--- src/rtl/vga_layer_compositor_if.sv ---
// ---------------------------------------------------------------------------
// vga_layer_compositor_if
//   Pixel-stream bundle around the VGA layer compositor: the incoming timing
//   (counts, syncs, blanks), the background colour, the overlay layers, and
//   the composited, delayed stream going out to the board pins.
//
//   Parameters : NUM_LAYERS (overlay count), FRAME_W (frame counter width).
//   Modports   : master - the front end that drives the *_in signals and
//                         observes the *_out signals.
//                slave  - the compositor itself.
//   Optional   : LAYER_BLEND_EN adds layer_blend_in (per-layer 50 % blend).
// ---------------------------------------------------------------------------
interface vga_layer_compositor_if #(
  parameter int NUM_LAYERS = 4,
  parameter int FRAME_W    = 16
);
  // Incoming pixel stream
  logic [15:0]              hcount_in;
  logic [15:0]              vcount_in;
  logic                     hsync_in;
  logic                     vsync_in;
  logic                     hblnk_in;
  logic                     vblnk_in;
  logic [11:0]              rgb_bg_in;
  logic [12*NUM_LAYERS-1:0] layer_rgb_in;
  logic [NUM_LAYERS-1:0]    layer_valid_in;
  logic [NUM_LAYERS-1:0]    layer_en_in;
`ifdef LAYER_BLEND_EN
  logic [NUM_LAYERS-1:0]    layer_blend_in;
`endif

  // Outgoing pixel stream
  logic [15:0]              hcount_out;
  logic [15:0]              vcount_out;
  logic                     hsync_out;
  logic                     vsync_out;
  logic                     hblnk_out;
  logic                     vblnk_out;
  logic [11:0]              rgb_out;
  logic [NUM_LAYERS-1:0]    layer_hit_out;
  logic [FRAME_W-1:0]       frame_cnt;

  modport master (
    output hcount_in, vcount_in, hsync_in, vsync_in, hblnk_in, vblnk_in,
    output rgb_bg_in, layer_rgb_in, layer_valid_in, layer_en_in,
`ifdef LAYER_BLEND_EN
    output layer_blend_in,
`endif
    input  hcount_out, vcount_out, hsync_out, vsync_out, hblnk_out, vblnk_out,
    input  rgb_out, layer_hit_out, frame_cnt
  );

  modport slave (
    input  hcount_in, vcount_in, hsync_in, vsync_in, hblnk_in, vblnk_in,
    input  rgb_bg_in, layer_rgb_in, layer_valid_in, layer_en_in,
`ifdef LAYER_BLEND_EN
    input  layer_blend_in,
`endif
    output hcount_out, vcount_out, hsync_out, vsync_out, hblnk_out, vblnk_out,
    output rgb_out, layer_hit_out, frame_cnt
  );
endinterface

--- src/rtl/vga_layer_compositor.sv ---
// ---------------------------------------------------------------------------
// vga_layer_compositor
//   Priority compositor for the VGA pixel pipeline (clk_65Mhz domain).
//   Merges a background colour and NUM_LAYERS overlay layers into a single
//   12-bit RGB pixel; the highest-indexed covering, enabled layer wins.
//   Layer enables are shadowed and only change at a frame start (rising
//   vsync_in), so an overlay never switches on or off mid-frame.
//
//   Ports:
//     clk  - pixel clock
//     rst  - asynchronous reset, active-high
//     bus  - vga_layer_compositor_if.slave:
//              in : hcount/vcount, hsync/vsync, hblnk/vblnk, rgb_bg,
//                   layer_rgb (12 bits per layer), layer_valid, layer_en
//              out: same timing delayed PIPE_STAGES cycles, rgb_out,
//                   layer_hit_out (valid & shadow enable), frame_cnt
//
//   Parameters: NUM_LAYERS (1..8), PIPE_STAGES (1..8), FRAME_W,
//               LAYER_EN_RST (reset value of the shadow enables).
//
//   Optional feature, macro LAYER_BLEND_EN: adds bus.layer_blend_in. A
//   winning layer with its blend bit set is averaged per 4-bit channel with
//   the colour that would show through without it. Latency is unchanged.
// ---------------------------------------------------------------------------
module vga_layer_compositor #(
  parameter int                    NUM_LAYERS   = 4,
  parameter int                    PIPE_STAGES  = 2,
  parameter int                    FRAME_W      = 16,
  parameter logic [NUM_LAYERS-1:0] LAYER_EN_RST = {NUM_LAYERS{1'b1}}
) (
  input  logic                  clk,
  input  logic                  rst,
  vga_layer_compositor_if.slave bus
);

  // Everything that travels down the delay line together.
  typedef struct packed {
    logic [15:0]           hcount;
    logic [15:0]           vcount;
    logic                  hsync;
    logic                  vsync;
    logic                  hblnk;
    logic                  vblnk;
    logic [11:0]           rgb;
    logic [NUM_LAYERS-1:0] hit;
  } pix_t;

  // -------------------------------------------------------------------------
  // Layer unpacking
  // -------------------------------------------------------------------------
  logic [11:0] layer_rgb [NUM_LAYERS];

  for (genvar gi = 0; gi < NUM_LAYERS; gi++) begin : g_layer
    assign layer_rgb[gi] = bus.layer_rgb_in[12*gi +: 12];
  end

  // -------------------------------------------------------------------------
  // Frame start detection, shadow enables, frame counter
  // -------------------------------------------------------------------------
  logic                  vs_q_reg;
  logic                  frame_start;
  logic [NUM_LAYERS-1:0] en_shadow_reg;
  logic [FRAME_W-1:0]    frame_cnt_reg;

  assign frame_start = bus.vsync_in & ~vs_q_reg;

  always_ff @(posedge clk or posedge rst) begin
    if (rst) begin
      vs_q_reg      <= 1'b0;
      en_shadow_reg <= LAYER_EN_RST;
      frame_cnt_reg <= '0;
    end else begin
      vs_q_reg <= bus.vsync_in;
      if (frame_start) begin
        en_shadow_reg <= bus.layer_en_in;
        frame_cnt_reg <= frame_cnt_reg + FRAME_W'(1);
      end
    end
  end

  // -------------------------------------------------------------------------
  // Stage 1: priority select
  // The hit test deliberately uses the registered shadow, so on the
  // frame-start cycle itself the previous frame's enables still apply.
  // -------------------------------------------------------------------------
  logic [NUM_LAYERS-1:0] hit;
  logic [11:0]           top_rgb;
  logic [11:0]           pixel;

  assign hit = bus.layer_valid_in & en_shadow_reg;

`ifdef LAYER_BLEND_EN
  localparam int IDX_W = (NUM_LAYERS > 1) ? $clog2(NUM_LAYERS) : 1;

  logic [11:0]      below_rgb;
  logic [IDX_W-1:0] top_idx;
  logic             any_hit;

  // Floor average of two 4-bit channels through a 5-bit sum.
  function automatic logic [3:0] avg4(input logic [3:0] a, input logic [3:0] b);
    logic [4:0] sum;
    sum = {1'b0, a} + {1'b0, b};
    return sum[4:1];
  endfunction
`endif

  // Ascending scan: each later hit overrides the earlier one, so the last
  // assignment is the highest-index hit. The colour it displaced is exactly
  // what shows through with the winner removed.
  always_comb begin
    top_rgb = bus.rgb_bg_in;
`ifdef LAYER_BLEND_EN
    below_rgb = bus.rgb_bg_in;
    top_idx   = '0;
    any_hit   = 1'b0;
`endif
    for (int i = 0; i < NUM_LAYERS; i++) begin
      if (hit[i]) begin
`ifdef LAYER_BLEND_EN
        below_rgb = top_rgb;
        top_idx   = IDX_W'(i);
        any_hit   = 1'b1;
`endif
        top_rgb = layer_rgb[i];
      end
    end
  end

  always_comb begin
    pixel = top_rgb;
`ifdef LAYER_BLEND_EN
    if (any_hit && bus.layer_blend_in[top_idx]) begin
      pixel = {avg4(top_rgb[11:8], below_rgb[11:8]),
               avg4(top_rgb[7:4],  below_rgb[7:4]),
               avg4(top_rgb[3:0],  below_rgb[3:0])};
    end
`endif
    // Blanking always wins, but the hit flags below still report coverage.
    if (bus.hblnk_in || bus.vblnk_in) begin
      pixel = 12'h000;
    end
  end

  pix_t stage1_next;

  always_comb begin
    stage1_next        = '0;
    stage1_next.hcount = bus.hcount_in;
    stage1_next.vcount = bus.vcount_in;
    stage1_next.hsync  = bus.hsync_in;
    stage1_next.vsync  = bus.vsync_in;
    stage1_next.hblnk  = bus.hblnk_in;
    stage1_next.vblnk  = bus.vblnk_in;
    stage1_next.rgb    = pixel;
    stage1_next.hit    = hit;
  end

  // -------------------------------------------------------------------------
  // Stages 1..PIPE_STAGES: stage 1 captures the composite, the rest are a
  // plain delay line so every output leaves with identical latency.
  // -------------------------------------------------------------------------
  pix_t pipe_reg [PIPE_STAGES];

  always_ff @(posedge clk or posedge rst) begin
    if (rst) begin
      for (int s = 0; s < PIPE_STAGES; s++) begin
        pipe_reg[s] <= '0;
      end
    end else begin
      pipe_reg[0] <= stage1_next;
      for (int s = 1; s < PIPE_STAGES; s++) begin
        pipe_reg[s] <= pipe_reg[s-1];
      end
    end
  end

  // -------------------------------------------------------------------------
  // Outputs
  // -------------------------------------------------------------------------
  assign bus.hcount_out    = pipe_reg[PIPE_STAGES-1].hcount;
  assign bus.vcount_out    = pipe_reg[PIPE_STAGES-1].vcount;
  assign bus.hsync_out     = pipe_reg[PIPE_STAGES-1].hsync;
  assign bus.vsync_out     = pipe_reg[PIPE_STAGES-1].vsync;
  assign bus.hblnk_out     = pipe_reg[PIPE_STAGES-1].hblnk;
  assign bus.vblnk_out     = pipe_reg[PIPE_STAGES-1].vblnk;
  assign bus.rgb_out       = pipe_reg[PIPE_STAGES-1].rgb;
  assign bus.layer_hit_out = pipe_reg[PIPE_STAGES-1].hit;
  assign bus.frame_cnt     = frame_cnt_reg;

endmodule

--- src/flat_wrapper.sv ---
// flat-port wrapper written by rule: the top's interface ports become plain ports
module vga_layer_compositor_flat 
#(
  parameter int                    NUM_LAYERS   = 4,
  parameter int                    PIPE_STAGES  = 2,
  parameter int                    FRAME_W      = 16,
  parameter logic [NUM_LAYERS-1:0] LAYER_EN_RST = {NUM_LAYERS{1'b1}}
)
  (clk, rst, bus_hcount_in, bus_vcount_in, bus_hsync_in, bus_vsync_in, bus_hblnk_in, bus_vblnk_in, bus_rgb_bg_in, bus_layer_rgb_in, bus_layer_valid_in, bus_layer_en_in, bus_hcount_out, bus_vcount_out, bus_hsync_out, bus_vsync_out, bus_hblnk_out, bus_vblnk_out, bus_rgb_out, bus_layer_hit_out, bus_frame_cnt);
  vga_layer_compositor_if #(.NUM_LAYERS(NUM_LAYERS), .FRAME_W(FRAME_W)) bus_i ();
  input  logic clk;
  input  logic rst;
  input wire logic [$bits(bus_i.hcount_in)-1:0] bus_hcount_in;
  input wire logic [$bits(bus_i.vcount_in)-1:0] bus_vcount_in;
  input wire logic [$bits(bus_i.hsync_in)-1:0] bus_hsync_in;
  input wire logic [$bits(bus_i.vsync_in)-1:0] bus_vsync_in;
  input wire logic [$bits(bus_i.hblnk_in)-1:0] bus_hblnk_in;
  input wire logic [$bits(bus_i.vblnk_in)-1:0] bus_vblnk_in;
  input wire logic [$bits(bus_i.rgb_bg_in)-1:0] bus_rgb_bg_in;
  input wire logic [$bits(bus_i.layer_rgb_in)-1:0] bus_layer_rgb_in;
  input wire logic [$bits(bus_i.layer_valid_in)-1:0] bus_layer_valid_in;
  input wire logic [$bits(bus_i.layer_en_in)-1:0] bus_layer_en_in;
  output wire logic [$bits(bus_i.hcount_out)-1:0] bus_hcount_out;
  output wire logic [$bits(bus_i.vcount_out)-1:0] bus_vcount_out;
  output wire logic [$bits(bus_i.hsync_out)-1:0] bus_hsync_out;
  output wire logic [$bits(bus_i.vsync_out)-1:0] bus_vsync_out;
  output wire logic [$bits(bus_i.hblnk_out)-1:0] bus_hblnk_out;
  output wire logic [$bits(bus_i.vblnk_out)-1:0] bus_vblnk_out;
  output wire logic [$bits(bus_i.rgb_out)-1:0] bus_rgb_out;
  output wire logic [$bits(bus_i.layer_hit_out)-1:0] bus_layer_hit_out;
  output wire logic [$bits(bus_i.frame_cnt)-1:0] bus_frame_cnt;
  assign bus_i.hcount_in = bus_hcount_in;
  assign bus_i.vcount_in = bus_vcount_in;
  assign bus_i.hsync_in = bus_hsync_in;
  assign bus_i.vsync_in = bus_vsync_in;
  assign bus_i.hblnk_in = bus_hblnk_in;
  assign bus_i.vblnk_in = bus_vblnk_in;
  assign bus_i.rgb_bg_in = bus_rgb_bg_in;
  assign bus_i.layer_rgb_in = bus_layer_rgb_in;
  assign bus_i.layer_valid_in = bus_layer_valid_in;
  assign bus_i.layer_en_in = bus_layer_en_in;
  assign bus_hcount_out = bus_i.hcount_out;
  assign bus_vcount_out = bus_i.vcount_out;
  assign bus_hsync_out = bus_i.hsync_out;
  assign bus_vsync_out = bus_i.vsync_out;
  assign bus_hblnk_out = bus_i.hblnk_out;
  assign bus_vblnk_out = bus_i.vblnk_out;
  assign bus_rgb_out = bus_i.rgb_out;
  assign bus_layer_hit_out = bus_i.layer_hit_out;
  assign bus_frame_cnt = bus_i.frame_cnt;
  vga_layer_compositor #(.NUM_LAYERS(NUM_LAYERS), .PIPE_STAGES(PIPE_STAGES), .FRAME_W(FRAME_W), .LAYER_EN_RST(LAYER_EN_RST)) u_core (.clk(clk), .rst(rst), .bus(bus_i));
endmodule
--- config.mk ---
export PLATFORM = sky130hd
export DESIGN_NAME = vga_layer_compositor_flat
export DESIGN_NICKNAME = d
export VERILOG_FILES = /design/src/rtl/vga_layer_compositor_if.sv /design/src/rtl/vga_layer_compositor.sv /design/src/flat_wrapper.sv
export SDC_FILE = /design/constraint.sdc
export NUM_CORES = 1
export LEC_CHECK = 0
export BUFFER_PORTS_ARGS = -buffer_cell sky130_fd_sc_hd__buf_4
export CORE_UTILIZATION = 45
export CTS_BUF_LIST = sky130_fd_sc_hd__clkbuf_4
export CTS_CLUSTER_SIZE = 12
export DETAILED_ROUTE_END_ITERATION = 10
export HOLD_SLACK_MARGIN = 0.03
export PLACE_DENSITY = 0.86
export SETUP_SLACK_MARGIN = 0.2
export SLEW_MARGIN = 20
export SYNTH_ARGS = -nofsm -noshare
export SYNTH_HDL_FRONTEND = slang
export SYNTH_SLANG_ARGS = --single-unit
export TNS_END_PERCENT = 5
--- constraint.sdc ---
create_clock -name clk -period 3.38 [get_ports clk]
set_input_delay 0 -clock clk [delete_from_list [all_inputs] [get_ports clk]]
set_output_delay 0 -clock clk [all_outputs]
set_load 0.05 [all_outputs]
== Word level (Yosys, flattened, before mapping) ==
Cells that the tools add are included.
Storage, ports and cells
  logic and storage cells: 28
  bits in registers: 124
  output and inout bits: 68
Operators by class
  reduce and logical (&&, ||, !) cells: 1
  add/subtract/negate cells: 1
  bitwise logic cells: 3
  muxes and demuxes: 5
Operator list (number)
  12-bit two-way mux: 5
  16-bit by 1-bit adder with 16-bit output (second input constant): 1
  4-bit bitwise AND: 1
  1-bit bitwise AND: 1
  1-bit logical OR: 1
  1-bit inverter: 1

== Longest topological paths before layout ==
Gate-level depths: netlist (run 1).
  depth after elaboration: 6
  gate-level depth with buffers: 5
  mapped depth without buffers: 5

== Worst setup path after synthesis (run 1) ==
OpenSTA, ideal clock, no wires.
  kind: reg-to-reg
  from: register u_core.frame_cnt_reg[0] (netlist: u_core.bus.frame_cnt[0])
  to: register u_core.frame_cnt_reg[8] (netlist: u_core.bus.frame_cnt[8])
  setup time: 0.141 ns
  data arrival time: 1.568 ns
  buffers on the path: 0
  slack: 1.671 ns
  cell stages (with the launch flop): 6
  cell sequence: dfrtp_1 ha_1 and2_1 and4_1 nand4_1 xnor2_1
On the way
  word-level cells in the longest chain between the ends: 1
Ends and longest elaborated chain
  start, declared: RTL line vga_layer_compositor.sv:63  | logic [FRAME_W-1:0] frame_cnt_reg;
  start signal, assigned: RTL line vga_layer_compositor.sv:76  | frame_cnt_reg <= frame_cnt_reg + FRAME_W'(1);
  16-bit by 1-bit adder with 16-bit output: RTL line vga_layer_compositor.sv:76
No other way between the ends.
A chain may end at the register's enable or synchronous reset.

== Final worst setup path (run 1) ==
  from: register u_core.en_shadow_reg[2]
  to: register u_core.pipe_reg[64] in the netlist's numbering
On the way
  word-level cells in the longest chain between the ends: 4
Ends and longest elaborated chain
  start, declared: RTL line vga_layer_compositor.sv:62  | logic [NUM_LAYERS-1:0] en_shadow_reg;
  start signal, assigned: RTL line vga_layer_compositor.sv:75  | en_shadow_reg <= bus.layer_en_in;
  4-bit bitwise AND: RTL line vga_layer_compositor.sv:90  | assign hit = bus.layer_valid_in & en_shadow_reg;
  12-bit two-way mux (2 in series): RTL line vga_layer_compositor.sv:118  | if (hit[i]) begin
  12-bit two-way mux: RTL line vga_layer_compositor.sv:139  | if (bus.hblnk_in || bus.vblnk_in) begin
  named net u_core.pixel[8]: RTL line vga_layer_compositor.sv:88  | logic [11:0] pixel;
  end signal, assigned by index: RTL line vga_layer_compositor.sv:172  | pipe_reg[s] <= pipe_reg[s-1];
  end, declared: RTL line vga_layer_compositor.sv:162  | pix_t pipe_reg [PIPE_STAGES];
The timed path passes the listed nets, and every way through them passes these cells.

==> results.txt, run 1 <==
The detailed-placement wirelength estimate was 6390 µm. The detailed router placed 3,028 vias in this run. The run gives 0 as the number of remaining DRC errors. The worst-case IR drop observed on VDD is 0.473 mV.

The register with the most flip-flops in the layout has 51 of them. After synthesis, the share of cell area in mux cells is 1.26%. The first global-routing pass estimated 15,300 µm of wire.

In the layout the commonest cells are buf_4, dfrtp_1, dlygate4sd3_1, nand2_1, nor2_1. Entering global routing, the biggest net connects 79 pins. Number of antenna violations at the first check in global routing: 0. Yosys mapped the design onto 27 distinct sky130hd cell types. For this design, the sink count on the clock tree is 124.

The number of hold-slack violations in the final timing report came out at 0. The die covers 0.0103 mm². The synthesized design contains 124 register bits. The tools report the aggregate global-route resource usage as 20.2%. The via count of the first global-routing pass was 3,246; the clock-pin slew on the worst setup and hold paths was 120 ps. Of the total synthesized cell area, the portion taken by XOR and XNOR cells is 2.95%. Once detail routing completed, the nets flagged for antenna violations numbered 0. The tools report the maximum number of buffers from clock root to sink as 2.

The most common cell after layout, fill and taps aside was buf_4. Setup violations remaining at the end of the flow were counted as 0. When the netlist entered floorplanning its net count stood at 428. Summed over all layers, the global routing overflow is 0. The routed design uses 5230 µm of met2 wire. At the later pin of the worst-skew pair, clock insertion delay measures 490 ps. Measured along the y axis, the die boundary spans 102 µm. The arithmetic-cell share of the synthesized area counting full adders, half adders and majority gates is 0.281%, and the final cell count without fillers is 669. Instance count after placement with tap cells included: 563. Summed over all nets, wire length on met3 after detailed routing comes to 672 µm. In the final routed layout, each cell accounts on average for 15.0 µm. The share of the clock period used by the worst path is 71.3%, and the area overhead of the layout relative to synthesis is 47.3%.

The root buffer cell chosen for the clock tree is clkbuf_4. Dividing the synthesized area by the synthesized cell count gives 13.9 µm². The finished cells cover 0.00656 mm². Library cell occupying the most area in the post-synthesis netlist: dfrtp_1. The post-route netlist has 42.4% of its cells at a drive strength greater than 1. At the worst endpoint, the arrival time is 2840 ps.

The power per standard cell area was 535 mW/mm²; the portion of synthesized cell area occupied by the leading cell type was 67.4%. In the final timing run, aggregate negative setup slack is 0 ps. The initial utilization of the core area, before any placement, comes to 47.3%. The number of antenna cells inserted is 0. In this run the tightest slew margin relative to its limit is 35.3%. The final number of max-transition violations is 0, and the register area share after synthesis is 69.7%.

The critical path class is register to register. Across the run, the number of max-cap violations was 0. The synthesized netlist devotes 6.46% of its cell area to compound gates. The netlist area before placement was 0.00446 mm². The number of placed I/O pins was 174; the detailed-router iteration count before antenna repair was 4. The number of setup buffers added after CTS is 0. STA classifies the critical path startpoint as a register. The worst setup path is captured at a register. In this run, post-CTS hold repair placed 74 buffers. The type of the tightest min-delay check is input pin to asynchronous set/reset pin. The synthesized netlist devotes 9.01% of its cell area to simple gates.

The placed instances occupy a cell area of 0.00550 mm². The H-tree was split into 4 levels. The run gives 0 as the post-CTS resize count.

The congestion estimate from routability-driven global placement came to 0.833. The via count normalized by instance count is 4.53. The detailed router used layers up to and including met4. Between clock sinks in the finished design, the worst skew comes to 25.9 ps. After the last flow step, the layout net total stands at 635. Port buffering added 173 buffers.

By area, the combinational part of the netlist is dominated by buffers and inverters. The run finished with clean final reports. For this block, wires on met1 add up to 3960 µm.

The wire length reported by the detailed router was 10,100 µm. Yosys printed 0 warnings. After floorplanning, the core was divided into 35 placement rows. The core box area was 0.00942 mm². Static timing analysis puts the maximum clock frequency at 415 MHz. The static leakage power is 3.19 nW. The violation count after the first detailed-routing iteration is 67. For the total clock buffers created by CTS, the log shows 17. TritonCTS built the clock tree. For the count of mapped cells out of synthesis, the log shows 321.

Counting I/O delays and the setup requirement, the final critical path takes 2410 ps. The largest fanout of any net on the critical path works out to 25. The measured slew at the worst slew-check pin was 968 ps. Ranked by total cell area, the synthesized netlist is headed by dfrtp_1, buf_4, a311oi_2. The data required time of the worst path is 3810 ps. Setup repair after global routing left no endpoint under its margin. The die width came out at 102 µm.
[stage by stage]
step	power [mW]	hold WS, ps	utilization, %	setup slack [ps]
after floorplan	2.19	31.4	-	1670
after global placement	2.38	109	58.4	1630
after detailed placement	2.40	110	58.4	1550
after CTS	3.54	113	69.4	1030
after global routing	3.68	103	69.7	888
final	3.51	134	69.7	970
[where the power goes]
part           total [mW]  internal (mW)  leakage (nW)  switching, mW
logic               0.769          0.316          1.51          0.453
registers            1.68           1.60          1.52         0.0804
clock network        1.06          0.513         0.156          0.546
total                3.51           2.43          3.19           1.08
[cell usage after synthesis (all sizes together)]
master and instances:
nand2 32, nor2 24, a311o 12, xor2 3, mux2 5, and2 3, ha 1, dfrtp 120
inv 4, nand3 16, nor2b 1, xnor2 12, nand4 3, and3 3, or2 1, a311oi 12
and4 4, dfstp 4, clkbuf 4, buf 57
[path summary, 6_finish.rpt]
check	startpoint	end	slack, ps	cells after the start
min in group clk	bus_vcount_in[7]	u_core.pipe_reg[79]	170	2
worst min register to register	u_core.pipe_reg[103]	u_core.bus.hcount_out[15]	350	0
worst max register to register	u_core.en_shadow_reg[2]	u_core.pipe_reg[64]	970	5
max in group asynchronous	rst	u_core.bus.vcount_out[11]	2290	5
worst min-delay path	rst	u_core.bus.vcount_out[15]	130	3
worst max-delay path	u_core.en_shadow_reg[2]	u_core.pipe_reg[64]	970	5
[logic make-up (layout without fill, tap and decap cells)]
logic type	Yosys count	count (layout)
AO/OA/AOI/OAI	24	24
XOR/XNOR	15	15
adder cells (fa/ha/maj)	1	1
buffers and inverters	65	284
flip-flops	124	124
multiplexers	5	5
AND/OR/NAND/NOR	87	87
[metal layers]
metal | vias to the layer above | GRT usage, %
li1 | 1443 | -
met1 | 1434 | 23.3
met2 | 134 | 34.8
met3 | 17 | 6.76
met4 | 0 | 8.14
met5 | - | 0
[worst max-delay path, cell delays in order (launching register included)]
cell           delay [ps]
dfstp_2               550
and2_4                290
nand2_1                90
dlygate4sd3_1         580
a311oi_2              270
dlygate4sd3_1         590
[final cells by class]
class / count / area [µm²]
repair buffers: 249 / 2090
well taps: 129 / 161
multi-input cells: 132 / 890
clock buffers: 17 / 128
flip-flops and latches: 124 / 3110
fillers: 629 / 2850
inverters: 4 / 18.8
clock inverters: 14 / 171
No activity file was read; power rests on OpenSTA's default activity.
==> run 2, diff against run 1 <==
Settings changed: ABC_AREA from default to 1, PLACE_DENSITY 0.86 to 0.85.
Clock period 3.38 ns to 2.15 ns, I/O delays scaled along.
==> results.txt, run 2 <==
The detailed-router iteration count before antenna repair came out at 5. Across the VDD grid, the largest voltage drop is 0.897 mV. Number of flops mapped to enable cells by yosys: 0. Count of distinct cell types in the synthesized netlist: 22. The number of antenna violations at the first check in global routing was 1. The tools report the final number of max-transition violations as 0.

The critical path capture point type was a register. The detailed-placement wirelength estimate was 6660 µm. After detailed placement, the design holds a cell count of 650. By area the synthesized netlist is led by dfrtp_1, buf_4, nand2_1. The logs give 0.00311 mm² for the area taken by flip-flops and latches and 36 for the number of rows in the core area. Summed over all instances, the cell type with the most area after synthesis is dfrtp_1. In the layout the commonest cells are buf_4, dfrtp_1, dlygate4sd3_1, nand2_1, nand3_1. The synthesized design contains 124 register bits.

The floorplan step set the die width to 103 µm. Setup violations remaining at the end of the flow were counted as 0. The share of synthesized flip-flops with an asynchronous set or reset is 100%.

The design draws 5.27 mW. The weighted congestion at the end of routability-driven global placement is 0.845, and the per-cell routed wire length is 15.0 µm. For this run, design rule violations remaining after detail routing come to 0. Leaving out fill and tap cells, the most frequent cell in the layout is buf_4.

For the final routed database, the setup TNS stands at 0 ps. Traced cell by cell, the critical path runs through nand2_1 -> clkinvlp_4 -> nand2_1 -> nand3_1 -> nand3_1 -> a21oi_1. The clock-pin slew on the worst setup and hold paths was 110 ps. In this run the clock root is driven by a clkbuf_4.

The maximum number of pins on one net before global-route repair is 125. The path class of the tightest hold or removal check is input pin to register. The headroom to the max-slew limit is 50.4%. The logs give 0.00562 mm² for the placed standard-cell area and 27.7% for the share of total power in the clock network. The slowest stage cell on the critical path is dfstp_2. Global routing used 23.6% of the available tracks.

Met1 track demand over resource in global routing: 26.9%. Across the run, the number of max-cap violations was 0. Number of buffer and inverter stages on the critical path: 1. The analysis attributes to net switching a power of 1.60 mW. For the die outline area, the log shows 0.0105 mm². The layer flagged by global routing as most heavily used is met2.

For the pin with the worst max-slew slack, the measured transition is 742 ps. After layout, the minimum clock period comes to 1820 ps. In this run the number of H-tree levels came out at 4.

After the first detailed-routing iteration, the DRC count stood at 150. After layout, the worst path uses 84.9% of the clock period. The routed design has 11,800 µm of wire. At the end of the flow, the number of nets in the layout was 744. The mapped netlist covers 0.00455 mm². The starting density of the core was 46.5%; the power per standard cell area was 765 mW/mm². The later pin in the worst-skew pair is clocked with a latency of 490 ps. Setup repair after global routing left no endpoint under its margin. Post-CTS timing repair inserted 0 buffers for setup. The most frequently used flop master after synthesis is dfrtp_1.

The finished layout holds 782 standard cells, fillers aside. TritonCTS built the clock tree. In the synthesized netlist, the number of instances is 401.

Number of port buffers: 173. The most used standard cell by instance count after synthesis was dfrtp_1. The clock net in this run drives a total of 124 sinks. The switching power as a share of total power was 30.4%. For this run the aggregate overflow at the end of global routing stands at 0. The internal power consumption is 3.67 mW. The synthesized design devotes to its leading area cell type 66.0% of total area. The finished cells cover 0.00689 mm². In this run the deepest clock path goes through 2 buffers. By count the netlist is led by dfrtp_1, nand2_1, buf_4.

Sequential cells account for 49.6% of the total power. The signal arrival time at the worst endpoint is 2210 ps. In this run the standard cell core region covers 0.00977 mm². The critical path class is register to register.

For this run, the slowest stage of the critical path takes 570 ps. The number of flip-flops in the largest register came out at 51. Global-route wire length before repair: 18,000 µm. In the global route stage, met3 resource usage came out at 6.51%.

A synthesized cell averages 11.3 µm². From bottom edge to top edge, the die measures 103 µm. The tools report the number of filler cells placed in the layout as 657. The analysis attributes to cell leakage a power of 3.49 nW. Sequential elements use 68.3% of the synthesized area.

The tools report the number of hold-slack violations in the final timing report as 0. The logs give 3,725 for the via count of the first global-routing pass and 3,566 for the total via count in the routed design. The area overhead of the layout relative to synthesis is 51.4%. Summing all multi-input logic gate instances after layout gives 916 µm². Via count normalized by instance count: 4.56. The flow ran to the end, and the final reports show no timing, DRC or antenna violations. The logs give 0 for the number of nets with antenna violations after routing and 17 for the total clock buffers created by CTS.

The share of total power dissipated in combinational logic is 22.8%. The number of placed I/O pins is 174, and the count of warnings emitted by yosys is 0. Synthesis produced a netlist with a net count of 508. On the critical path the largest part of the delay comes from simple AND/OR/NAND/NOR gates. Based on the critical path, the design can be clocked at up to 548 MHz. The largest fanout of any net on the critical path was 13. For the worst setup path, the data required time is 2540 ps. Global routing consumed, on the met2 layer, 40.4% of the routing resources.

The worst setup path is launched from a register. For the worst clock skew, the log shows 13.3 ps. The proportion of layout cells with a drive suffix above 1 was 35.1%.
==> run 2: cell type report <==
| cell class | instances | share of cell area, % |
|---|---|---|
| Timing Repair Buffer | 275 | 33.8 |
| Multi-Input combinational cell | 190 | 13.3 |
| Clock buffer | 19 | 2.07 |
| Sequential cell | 124 | 45.1 |
| Clock inverter | 10 | 1.49 |
| Tap cell | 133 | 2.42 |
| Antenna cell | 2 | 0.0727 |
| Inverter | 29 | 1.69 |
==> run 2: final timing paths <==
kind / slack [ps] / cells after the start / endpoint / from
hold / removal: 120 / 4 / u_core.pipe_reg[61] / bus_layer_valid_in[2]
setup / recovery: 330 / 6 / u_core.pipe_reg[62] / u_core.en_shadow_reg[0]
hold reg to reg: 350 / 0 / u_core.bus.hcount_out[14] / u_core.pipe_reg[102]
max in group asynchronous: 1420 / 4 / u_core.bus.layer_hit_out[2] / rst
setup reg to reg: 330 / 6 / u_core.pipe_reg[62] / u_core.en_shadow_reg[0]
min in group asynchronous: 280 / 4 / u_core.pipe_reg[94] / rst
==> run 2: kinds of logic (layout without fill, tap and decap cells) <==
| kind of cell | Yosys count | after routing | synth area share, % |
|---|---|---|---|
| buf+inv | 87 | 333 | 11.6 |
| flops | 124 | 124 | 68.3 |
| other cells | 0 | 2 | 0 |
| xor+xnor | 13 | 13 | 2.50 |
| fa+ha+maj | 1 | 1 | 0.275 |
| simple gates | 150 | 150 | 14.5 |
| compound gates | 26 | 26 | 2.86 |
==> run 2: tightest hold or removal path, cell delays in order <==
cell and delay (ps):
buf_4 80, nand2_1 250, nand3_1 190, a21oi_1 60
==> run 2: power by group through the flow <==
stage | registers (mW) | clock network, mW | logic, mW
final | 2.61 | 1.46 | 1.20
after global routing | 2.64 | 1.59 | 1.28
after CTS | 2.61 | 1.50 | 1.18
after detailed placement | 2.65 | 0 | 1.02
after global placement | 2.65 | 0 | 1.01
after floorplan | 2.81 | 0 | 0.543
==> run 2: metrics by stage <==
stage | hold slack [ps] | setup slack, ps | util (%)
finish | 115 | 325 | 70.5
CTS | 54.7 | 456 | 70.4
global route | 106 | 217 | 70.4
floorplan | 31.4 | 533 | -
detailed placement | 110 | 482 | 57.5
global placement | 109 | 541 | 57.5
==> run 2: per-layer routing <==
layer	routed length (µm)	part of all wire, %
met1	4470	38
met2	6190	53
met3	794	6.7
met4	321	2.7
met5	0	0
==> run 2: what timing repair did <==
item                                    4_1_cts  5_1_grt
resized for setup                             0        1
hold endpoints to repair                    176        0
endpoints found under the setup margin        0        3
hold buffers                                101        0
